--- config.mk ---
export PLATFORM = sky130hd
export DESIGN_NAME = runway_scheduler_flat
export DESIGN_NICKNAME = d
export VERILOG_FILES = /design/src/rtl/runway_scheduler_if.sv /design/src/rtl/runway_scheduler.sv /design/src/flat_wrapper.sv
export SDC_FILE = /design/constraint.sdc
export NUM_CORES = 1
export LEC_CHECK = 0
export CAP_MARGIN = 5
export CORE_UTILIZATION = 44
export CTS_CLUSTER_DIAMETER = 200
export DETAILED_ROUTE_END_ITERATION = 8
export GPL_ROUTABILITY_DRIVEN = 1
export PLACE_DENSITY = 0.69
export SLEW_MARGIN = 0
export SYNTH_ARGS = -nofsm -noshare
export SYNTH_HDL_FRONTEND = slang
export SYNTH_SLANG_ARGS = --single-unit
--- constraint.sdc ---
create_clock -name clock -period 3.2 [get_ports clock]
set_clock_uncertainty 0.15 [all_clocks]
set_input_delay 0.64 -clock clock [delete_from_list [all_inputs] [get_ports clock]]
set_output_delay 0.64 -clock clock [all_outputs]
set_load 0.1 [all_outputs]
--- src/rtl/runway_scheduler_if.sv ---
// Request/grant handshake bundle between the command decoder, the runway
// scheduler and the reply encoder.
//   req_valid/req_ready/req_id/req_emergency : request from the decoder
//   grant_valid/grant_ready/grant_id/grant_runway : grant to the encoder
// master : decoder/encoder side (drives requests, accepts grants)
// slave  : scheduler side (accepts requests, offers grants)
interface runway_scheduler_if #(
   parameter int ID_W = 4
);
   logic            req_valid;
   logic            req_ready;
   logic [ID_W-1:0] req_id;
   logic            req_emergency;
   logic            grant_valid;
   logic            grant_ready;
   logic [ID_W-1:0] grant_id;
   logic            grant_runway;

   modport master (
      output req_valid, req_id, req_emergency, grant_ready,
      input  req_ready, grant_valid, grant_id, grant_runway
   );

   modport slave (
      input  req_valid, req_id, req_emergency, grant_ready,
      output req_ready, grant_valid, grant_id, grant_runway
   );
endinterface

--- src/rtl/runway_scheduler.sv ---
// Runway scheduler: allocates two runways among aircraft requests, queues
// normal requests in a FIFO, holds one emergency request in a dedicated slot,
// and offers one grant at a time to the reply encoder.
// Ports:
//   clock, reset (sync, active-low)
//   bus               : request/grant handshake (slave modport)
//   rel_valid/rel_runway/rel_id : runway release pulse
//   runway_override   : per-runway block of new normal grants
//   emergency_override: operator cancel of emergency mode
//   runway_active     : occupied bit per runway
//   emergency         : emergency mode flag
//   rel_error         : one-cycle pulse on an invalid release
//   queue_count       : number of queued normal requests
module runway_scheduler #(
   parameter int QUEUE_DEPTH = 4,
   parameter int ID_W        = 4
) (
   input  logic                         clock,
   input  logic                         reset,
   runway_scheduler_if.slave            bus,
   input  logic                         rel_valid,
   input  logic                         rel_runway,
   input  logic [ID_W-1:0]              rel_id,
   input  logic [1:0]                   runway_override,
   input  logic                         emergency_override,
   output logic [1:0]                   runway_active,
   output logic                         emergency,
   output logic                         rel_error,
   output logic [$clog2(QUEUE_DEPTH):0] queue_count
);
   localparam int PTR_W = $clog2(QUEUE_DEPTH);
   localparam int CNT_W = PTR_W + 1;
   localparam logic [CNT_W-1:0] FULL_CNT = CNT_W'(QUEUE_DEPTH);

   typedef enum logic {IDLE, OFFER} state_t;
   typedef enum logic [1:0] {SRC_SLOT, SRC_FIFO, SRC_IN_EM, SRC_IN_NORM} src_t;

   state_t          state_q, state_d;
   logic [ID_W-1:0] fifo_q [QUEUE_DEPTH];
   logic [ID_W-1:0] fifo_d [QUEUE_DEPTH];
   logic [PTR_W-1:0] rd_ptr_q, rd_ptr_d;
   logic [PTR_W-1:0] wr_ptr_q, wr_ptr_d;
   logic [CNT_W-1:0] count_q, count_d;
   logic            em_pending_q, em_pending_d;
   logic [ID_W-1:0] em_id_q, em_id_d;
   logic            emergency_q, emergency_d;
   logic [1:0]      occ_q, occ_d;
   logic [1:0]      own_em_q, own_em_d;
   logic [ID_W-1:0] owner_q [2];
   logic [ID_W-1:0] owner_d [2];
   logic [ID_W-1:0] grant_id_q, grant_id_d;
   logic            grant_runway_q, grant_runway_d;
   logic            rel_error_q, rel_error_d;

   logic            full;
   logic            accept;
   logic            acc_em;
   logic            acc_norm;
   logic            cand_valid;
   logic            cand_em;
   logic [ID_W-1:0] cand_id;
   src_t            cand_src;
   logic [1:0]      elig;
   logic            pick;
   logic            do_grant;
   logic            push;
   logic            pop;
   logic            rel_hit;

   // req_ready depends on registered state only, so the decoder never sees
   // a combinational path from its own request back to ready.
   assign full          = (count_q == FULL_CNT);
   assign bus.req_ready = !full && !em_pending_q;
   assign accept        = bus.req_valid && bus.req_ready;
   // An operator cancel in the same cycle discards an incoming emergency.
   assign acc_em        = accept && bus.req_emergency && !emergency_override;
   assign acc_norm      = accept && !bus.req_emergency;

   // Candidate selection: stored requests first (emergency slot, then FIFO
   // head while not in emergency mode); with nothing stored, the request
   // arriving this cycle may be granted directly for single-cycle latency.
   always_comb begin
      cand_valid = 1'b0;
      cand_em    = 1'b0;
      cand_id    = '0;
      cand_src   = SRC_SLOT;
      if (em_pending_q) begin
         if (!emergency_override) begin
            cand_valid = 1'b1;
            cand_em    = 1'b1;
            cand_id    = em_id_q;
            cand_src   = SRC_SLOT;
         end
      end else if (!emergency_q && (count_q != '0)) begin
         cand_valid = 1'b1;
         cand_id    = fifo_q[rd_ptr_q];
         cand_src   = SRC_FIFO;
      end else if (acc_em) begin
         cand_valid = 1'b1;
         cand_em    = 1'b1;
         cand_id    = bus.req_id;
         cand_src   = SRC_IN_EM;
      end else if (acc_norm && !emergency_q) begin
         cand_valid = 1'b1;
         cand_id    = bus.req_id;
         cand_src   = SRC_IN_NORM;
      end
      // Emergency grants ignore the override; occupancy is the registered
      // value, so a runway released this cycle is not yet eligible.
      elig     = cand_em ? ~occ_q : (~occ_q & ~runway_override);
      pick     = elig[0] ? 1'b0 : 1'b1;
      do_grant = (state_q == IDLE) && cand_valid && (elig != 2'b00);
   end

   always_comb begin
      state_d        = state_q;
      fifo_d         = fifo_q;
      rd_ptr_d       = rd_ptr_q;
      wr_ptr_d       = wr_ptr_q;
      count_d        = count_q;
      em_pending_d   = em_pending_q;
      em_id_d        = em_id_q;
      emergency_d    = emergency_q;
      occ_d          = occ_q;
      own_em_d       = own_em_q;
      owner_d        = owner_q;
      grant_id_d     = grant_id_q;
      grant_runway_d = grant_runway_q;
      rel_error_d    = 1'b0;

      rel_hit = rel_valid && occ_q[rel_runway] && (owner_q[rel_runway] == rel_id);
      push    = acc_norm && !(do_grant && (cand_src == SRC_IN_NORM));
      pop     = do_grant && (cand_src == SRC_FIFO);

      if ((state_q == OFFER) && bus.grant_ready) begin
         state_d = IDLE;
      end

      if (do_grant) begin
         state_d         = OFFER;
         grant_id_d      = cand_id;
         grant_runway_d  = pick;
         occ_d[pick]     = 1'b1;
         own_em_d[pick]  = cand_em;
         owner_d[pick]   = cand_id;
         if (cand_src == SRC_SLOT) begin
            em_pending_d = 1'b0;
         end
      end

      // The released runway is occupied, so it never collides with the
      // runway picked for a same-cycle grant.
      if (rel_valid) begin
         if (rel_hit) begin
            occ_d[rel_runway]    = 1'b0;
            own_em_d[rel_runway] = 1'b0;
            // Keep emergency mode while a further emergency is still waiting.
            if (own_em_q[rel_runway] && !em_pending_q) begin
               emergency_d = 1'b0;
            end
         end else begin
            rel_error_d = 1'b1;
         end
      end

      if (acc_em) begin
         emergency_d = 1'b1;
         if (!(do_grant && (cand_src == SRC_IN_EM))) begin
            em_pending_d = 1'b1;
            em_id_d      = bus.req_id;
         end
      end

      if (push) begin
         fifo_d[wr_ptr_q] = bus.req_id;
         wr_ptr_d         = wr_ptr_q + PTR_W'(1);
      end
      if (pop) begin
         rd_ptr_d = rd_ptr_q + PTR_W'(1);
      end
      unique case ({push, pop})
         2'b10:   count_d = count_q + CNT_W'(1);
         2'b01:   count_d = count_q - CNT_W'(1);
         default: count_d = count_q;
      endcase

      // Operator cancel wins over everything emergency-related but leaves
      // occupancy and the FIFO alone; the emergency owner tags are dropped
      // so a later release cannot end a future emergency.
      if (emergency_override) begin
         emergency_d  = 1'b0;
         em_pending_d = 1'b0;
         own_em_d     = 2'b00;
      end
   end

   always_ff @(posedge clock) begin
      if (!reset) begin
         state_q        <= IDLE;
         rd_ptr_q       <= '0;
         wr_ptr_q       <= '0;
         count_q        <= '0;
         em_pending_q   <= 1'b0;
         emergency_q    <= 1'b0;
         occ_q          <= 2'b00;
         own_em_q       <= 2'b00;
         grant_id_q     <= '0;
         grant_runway_q <= 1'b0;
         rel_error_q    <= 1'b0;
      end else begin
         state_q        <= state_d;
         rd_ptr_q       <= rd_ptr_d;
         wr_ptr_q       <= wr_ptr_d;
         count_q        <= count_d;
         em_pending_q   <= em_pending_d;
         emergency_q    <= emergency_d;
         occ_q          <= occ_d;
         own_em_q       <= own_em_d;
         grant_id_q     <= grant_id_d;
         grant_runway_q <= grant_runway_d;
         rel_error_q    <= rel_error_d;
      end
      fifo_q  <= fifo_d;
      owner_q <= owner_d;
      em_id_q <= em_id_d;
   end

   assign bus.grant_valid  = (state_q == OFFER);
   assign bus.grant_id     = grant_id_q;
   assign bus.grant_runway = grant_runway_q;
   assign runway_active    = occ_q;
   assign emergency        = emergency_q;
   assign rel_error        = rel_error_q;
   assign queue_count      = count_q;
endmodule

--- src/flat_wrapper.sv ---
// flat-port wrapper written by rule: the top's interface ports become plain ports
module runway_scheduler_flat 
#(
   parameter int QUEUE_DEPTH = 4,
   parameter int ID_W        = 4
)
  (clock, reset, rel_valid, rel_runway, rel_id, runway_override, emergency_override, runway_active, emergency, rel_error, queue_count, bus_req_valid, bus_req_id, bus_req_emergency, bus_grant_ready, bus_req_ready, bus_grant_valid, bus_grant_id, bus_grant_runway);
  runway_scheduler_if #(.ID_W(ID_W)) bus_i ();
  input  logic clock;
  input  logic reset;
  input  logic rel_valid;
  input  logic rel_runway;
  input  logic [ID_W-1:0] rel_id;
  input  logic [1:0] runway_override;
  input  logic emergency_override;
  output logic [1:0] runway_active;
  output logic emergency;
  output logic rel_error;
  output logic [$clog2(QUEUE_DEPTH):0] queue_count;
  input wire logic [$bits(bus_i.req_valid)-1:0] bus_req_valid;
  input wire logic [$bits(bus_i.req_id)-1:0] bus_req_id;
  input wire logic [$bits(bus_i.req_emergency)-1:0] bus_req_emergency;
  input wire logic [$bits(bus_i.grant_ready)-1:0] bus_grant_ready;
  output wire logic [$bits(bus_i.req_ready)-1:0] bus_req_ready;
  output wire logic [$bits(bus_i.grant_valid)-1:0] bus_grant_valid;
  output wire logic [$bits(bus_i.grant_id)-1:0] bus_grant_id;
  output wire logic [$bits(bus_i.grant_runway)-1:0] bus_grant_runway;
  assign bus_i.req_valid = bus_req_valid;
  assign bus_i.req_id = bus_req_id;
  assign bus_i.req_emergency = bus_req_emergency;
  assign bus_i.grant_ready = bus_grant_ready;
  assign bus_req_ready = bus_i.req_ready;
  assign bus_grant_valid = bus_i.grant_valid;
  assign bus_grant_id = bus_i.grant_id;
  assign bus_grant_runway = bus_i.grant_runway;
  runway_scheduler #(.QUEUE_DEPTH(QUEUE_DEPTH), .ID_W(ID_W)) u_core (.clock(clock), .reset(reset), .bus(bus_i), .rel_valid(rel_valid), .rel_runway(rel_runway), .rel_id(rel_id), .runway_override(runway_override), .emergency_override(emergency_override), .runway_active(runway_active), .emergency(emergency), .rel_error(rel_error), .queue_count(queue_count));
endmodule
==> summary.txt <==
Pwr
  • Psw: 1.168 mW
  • Internal Power: approximately 1.4 mW
  • Leak: ~1.2 nW
  • Power Density: ~860 mW/mm^2
  • Sw Share: around 45%
  • Clk pwr share: between 10 and 15%
  • Sequential power share: 34.8%
  • VDD IR max: ~360 uV
  • Logic pwr share: 51.3%
  • Pwr Total: between 2 and 3 mW

Clock network
  • Clk slew on worst S/H paths: about 0.09 ns
  • Max H-tree Level: 2
  • TritonCTS buffer count: 5
  • CTS max path bufs: 2
  • Root buffer cell: clkbuf_8
  • # hold bufs at CTS: 0
  • CTS tree: done
  • Clock sinks: 48
  • Post-CTS Setup Bufs: 0
  • Worst-Skew Late Latency: 0.30 ns

Global routing
  • Remaining Overflow, GRT: 0
  • Number of global-route vias before repair: around 1600
  • Largest net degree at the start of global routing: 17
  • Aggregate global-route resource usage: 18.48%
  • First-pass GRT wire length: 7.659 mm
  • Initial antenna violation count: 0

Setup path
  • CP most frequent cell: inv_1
  • CP endpoint kind: register
  • CP max stage delay: 0.53 ns
  • Critical path's slowest cell: or3b_1
  • Startpoint Class: register
  • Worst path required time: 3.27 ns
  • Reg2Reg Setup Slack: 0.21 ns
  • Crit path kind: reg -> reg
  • Crit Path Max Fanout: 8
  • Cells along the critical path: or3b_1 > a211oi_4 > o22ai_2 > a311oi_4 > inv_1 > ha_2 > inv_1 > fa_1 > xor2_1 > or3_1 > a21oi_1
  • CP Data Arrival Time: 3.06 ns

Finish
  • N_diodes: 0
  • Non-Filler Instances: 324
  • Commonest non-fill, non-tap cell in the layout: buf_4
  • Area Growth Syn to Fin: 25.41%
  • Commonest non-fill, non-tap cells in the layout: buf_4, edfxtp_1, dfxtp_1
  • Fin nets: 277
  • Share of cells above drive strength 1: between 20% and 30%

Routing
  • Drt drc: 0
  • Drt pass-1 iters: 4
  • DR vias/cell: 5.352
  • First DRT Iteration DRCs: 113
  • Vias: ~1700
  • Antenna Violating Nets Remaining: 0
  • WL final: between 4 and 5 mm
  • DR WL/cell: approximately 14 um

Logic synthesis
  • #FFs+latches synth: 48
  • Post-synth EDFFs: 28
  • Post-Synth Simple-Gate Area: 13.62%
  • Syn nets: 223
  • Sequential share of the synthesized area: between 50 and 60%
  • Syn. warnings: 0
  • Synthesized area: 0.002389 mm^2
  • Xor and xnor area share after synthesis: 2.200%
  • Syn_area_per_cell: ~12 um^2
  • Post-Synth Adder-Cell Area: 3.457%
  • Post-synthesis mux area share: 8.015%
  • Async SR Flop Fraction: 0%
  • Post-synthesis compound-gate area fraction: roughly 15%
  • Main synth FF type: edfxtp_1
  • Combinational family with the most area after synthesis: compound AO/OA/AOI/OAI gates
  • Netlist cell types: 58
  • Mapped Cells: 199

STA
  • Relative slew slack: 60.84%
  • F_max: between 300 and 400 MHz
  • Final period util: 93.47%
  • Worst slew pin tran: roughly 0.58 ns
  • Unrepaired setup endpoints after global routing: false
  • Max Slew Vio Count: 0
  • Final Hold Vio Count: 0
  • Minimum clock period: 2.991 ns
  • Setup violators final: 0

Floorplanning
  • Die H: between 70 and 80 um
  • Die width: 75.68 um
  • Row cnt: 26
  • Starting Density: 46.18%
  • Die area: 0.005727 mm^2
  • Ports: 32
  • Total core area: 0.005172 mm^2

Placement
  • Dpl cells: 316
  • DP HPWL: about 3.6 mm
  • Port bufs: 31
  • Placer congestion estimate: between 0.8 and 0.9

Min path
  • Hold Crit Class: reg -> reg

Flow run
  • Max-cap violations: 0

Outcome
  • Status: completed
==> layout make-up <==
class	count	area, um^2
fill	434	2177
sequential	48	1254
multi-input combinational	127	1039
timing repair buffer	55	462.9
tap	70	87.58
clock buffer	5	68.82
inverter	16	60.06
clock inverter	3	23.77
==> final timing paths <==
check / start / endpoint / cells past startpoint
worst max-delay path: u_core.queue_count[0] / u_core.queue_count[2] / 11
worst max register to register: u_core.queue_count[0] / u_core.queue_count[2] / 11
worst min-delay path: u_core.wr_ptr_q[0] / u_core.wr_ptr_q[0] / 2
worst min register to register: u_core.wr_ptr_q[0] / u_core.wr_ptr_q[0] / 2
==> registers in the layout, summed over array words and instances (netlist names), 3 cells and up <==
signal,cells
u_core.fifo_q,16
u_core.owner_q,8
u_core.bus.grant_id,4
u_core.em_id_q,4
u_core.queue_count,3
==> worst max-delay path, delay by kind of cell (launching register included) <==
family / cells / cell delay [ns]
compound gates: 4 / 0.99
simple gates: 2 / 0.83
flops: 1 / 0.38
fa+ha+maj: 2 / 0.36
buf+inv: 2 / 0.14
xor+xnor: 1 / 0.07
==> cells by family after synthesis <==
| kind of cell | after synthesis |
|---|---|
| mux | 14 |
| buf+inv | 24 |
| xor+xnor | 6 |
| flops | 48 |
| fa+ha+maj | 6 |
| compound gates | 43 |
| simple gates | 58 |
==> repair_timing <==
item | CTS | global route
pin swaps | 2 | 5
gates resized for setup | 0 | 5
endpoints found under the setup margin | 1 | 1
hold endpoints to repair | 0 | 0
==> per-stage QoR <==
step	hold slack [ns]	instance area (um^2)	TNS [ns]	utilization, %	setup slack, ns
finish	0.3546	2995	0	57.91	0.2090
global route	0.3775	2995	0	57.91	0.02942
CTS	0.3572	2978	0	57.57	0.002206
detailed placement	0.3453	2885	-0.4920	55.78	-0.3654
global placement	0.3264	2885	-0.3620	55.78	-0.2751
floorplan	0.3177	2409	0	-	0.02731
==> layer usage <==
layer | up-vias | part of all wire (%) | wire length, um | global-route usage, %
met5 | - | 0 | 0 | 0
li1 | 857 | - | - | -
met3 | 4 | 4.3 | 199 | 4.101
met4 | 0 | 0.58 | 27 | 5.761
met1 | 828 | 46 | 2161 | 23.43
met2 | 45 | 49 | 2273 | 31.65
==> cell usage after synthesis, types with 2 or more instances <==
| cell type | instances | area (um^2) |
|---|---|---|
| a211oi_1 | 2 | 15.01 |
| a21oi_1 | 8 | 40.04 |
| a32oi_1 | 4 | 35.03 |
| a41o_1 | 2 | 20.02 |
| and2_1 | 4 | 25.02 |
| buf_6 | 2 | 22.52 |
| clkbuf_1 | 3 | 11.26 |
| clkbuf_8 | 2 | 27.53 |
| dfxtp_1 | 20 | 400.4 |
| edfxtp_1 | 28 | 840.8 |
| ha_1 | 5 | 62.56 |
| inv_1 | 14 | 52.55 |
| mux2i_1 | 9 | 90.09 |
| mux4_2 | 4 | 90.09 |
| nand2_1 | 10 | 37.54 |
| nand3b_1 | 2 | 15.01 |
| nor2_1 | 11 | 41.29 |
| nor2b_1 | 2 | 12.51 |
| nor3_1 | 14 | 70.07 |
| o211ai_1 | 2 | 15.01 |
| o21ai_0 | 3 | 15.01 |
| o221a_2 | 3 | 33.78 |
| o31ai_1 | 5 | 37.54 |
| or3_1 | 2 | 12.51 |
| xnor2_1 | 3 | 26.28 |
| xor2_1 | 3 | 26.28 |
==> power groups by stage <==
stage / Combinational (mW) / Sequential (mW) / Clock [mW]
after global routing: 1.42 / 0.918 / 0.388
final: 1.32 / 0.897 / 0.356
after floorplan: 0.649 / 1.27 / 0
after global placement: 1.30 / 0.911 / 0
after detailed placement: 1.32 / 0.914 / 0
after CTS: 1.32 / 0.899 / 0.365
Power figures use the tool's default switching activity.
==> patch, RTL diff (same settings) <==
`QUEUE_DEPTH` is set to 4 in 2 places; all go to 8.
--- a/src/rtl/runway_scheduler.sv
+++ b/src/rtl/runway_scheduler.sv
@@ -12,7 +12,7 @@
 //   rel_error         : one-cycle pulse on an invalid release
 //   queue_count       : number of queued normal requests
 module runway_scheduler #(
-   parameter int QUEUE_DEPTH = 4,
+   parameter int QUEUE_DEPTH = 8,
    parameter int ID_W        = 4
 ) (
    input  logic                         clock,
--- a/src/flat_wrapper.sv
+++ b/src/flat_wrapper.sv
@@ -1,7 +1,7 @@
 // flat-port wrapper written by rule: the top's interface ports become plain ports
 module runway_scheduler_flat 
 #(
-   parameter int QUEUE_DEPTH = 4,
+   parameter int QUEUE_DEPTH = 8,
    parameter int ID_W        = 4
 )
   (clock, reset, rel_valid, rel_runway, rel_id, runway_override, emergency_override, runway_active, emergency, rel_error, queue_count, bus_req_valid, bus_req_id, bus_req_emergency, bus_grant_ready, bus_req_ready, bus_grant_valid, bus_grant_id, bus_grant_runway);
Interface: changed (resized queue_count); port bits go from 32 to 33. No check against the original RTL was run, so the function may have changed too.
==> patch against the original RTL <==
- the run now ends with design-rule violations left
- first-iteration DRC count down 19%
- synthesized area up 26%
- largest power group unchanged
- final area grew 31%
- worst setup slack got worse by 190 ps
- sequential cell count up 19
- total power increased by 36%
- largest cell class unchanged
- die area up 25%
- wire length rose by 26%
- non-clock buffer count rose by 11
- final cell count increased by 16%
==> patch: results (changes against the original RTL) <==
status finished, violations left; failing checks design-rule violations; critical path arrival 3310 ps (+250 ps); Post-Route M1 WL 2627 µm (+22%); Slew @ Worst Pin 773.0 ps (+191.7 ps); largest incremental delay on the critical path 580 ps (+50 ps); routed len/inst 15.59 µm (+8.3%); critical path peak fanout 4 (-4); met2 Use GR 30.45% (-1.2 points); die area 7159 µm² (+25%); share of layout cells above drive strength 1 32.11% (+4.5 points); Placer Congestion 0.7894 (-9.2%); clk pwr 704 µW (+98%); H-Tree Depth 3 (+1); sequential-to-total area share from yosys stat 59.33% (+7.4 points); CP Capture Point u_core.queue_count[3]; Yosys cell types 45 (-22%); Int Power 2.096 mW (+49%); VDD IR max 0.0003333 V (-6.5%); via count 1994 (+15%); leakage 1.497 nW (+30%); cell area after placement 3633 µm² (+26%); met3 Use GR 5.408% (+1.3 points); reg-to-reg setup timing slack 20 ps (-190 ps); Pwr Total 3.494 mW (+36%); metal2 WL 2887 µm (+27%); Post-synth top cells 44 x edfxtp_1, 23 x dfxtp_1, 19 x nor2_1, 15 x mux2i_1, 13 x nand2_1; met3 wire length 264 µm (+33%); met1 Use GR 22.04% (-1.4 points); pre-CTS WS -488.0 ps (-122.6 ps); Residual DRC 4 (+4); hold path start u_core.bus.grant_runway; drt pass-1 iters 6 (+2); Critical R2R Launch u_core.queue_count[1]; Syn Nets 249 (+12%); Clk pin slew, worst setup/hold paths 70 ps (-20 ps); Post-Route WL 5860 µm (+26%)
patch: cell count changes in the layout (fill, tap and decap cells not counted), sizes merged, moves of 5 or more:
cell,change
nor2,+8
a21oi,-5
buf,+11
nor3,-8
mux2i,+6
edfxtp,+16
nor4,+5
patch: critical path: cells and delay by family (launching register included):
kind	cells	cell delay, ps
xor gates and xnor gates	1	90
adders and majority gates	2	470
AOI/OAI and AO/OA	5	740
and+or+nand+nor	2	930
DFF	1	350
buffers and inverters	3	390
patch: layout make-up:
class,instances,area (µm²)
Multi-Input combinational cell,140,1234
Timing Repair Buffer,66,549.3
Inverter,10,40.04
Clock inverter,7,77.57
Clock buffer,9,123.9
Tap cell,77,96.34
Sequential cell,67,1798
Fill cell,490,2540
patch: per-stage QoR:
step / TNS, ps / hold WS, ps / util (%)
finish: 0 / 331.9 / 60.67
global route: -64.74 / 365.2 / 60.67
CTS: 0 / 333.4 / 59.49
detailed placement: -996.1 / 323.3 / 56.26
global placement: -816.6 / 316.8 / 56.26
floorplan: -133.3 / 326.4 / -
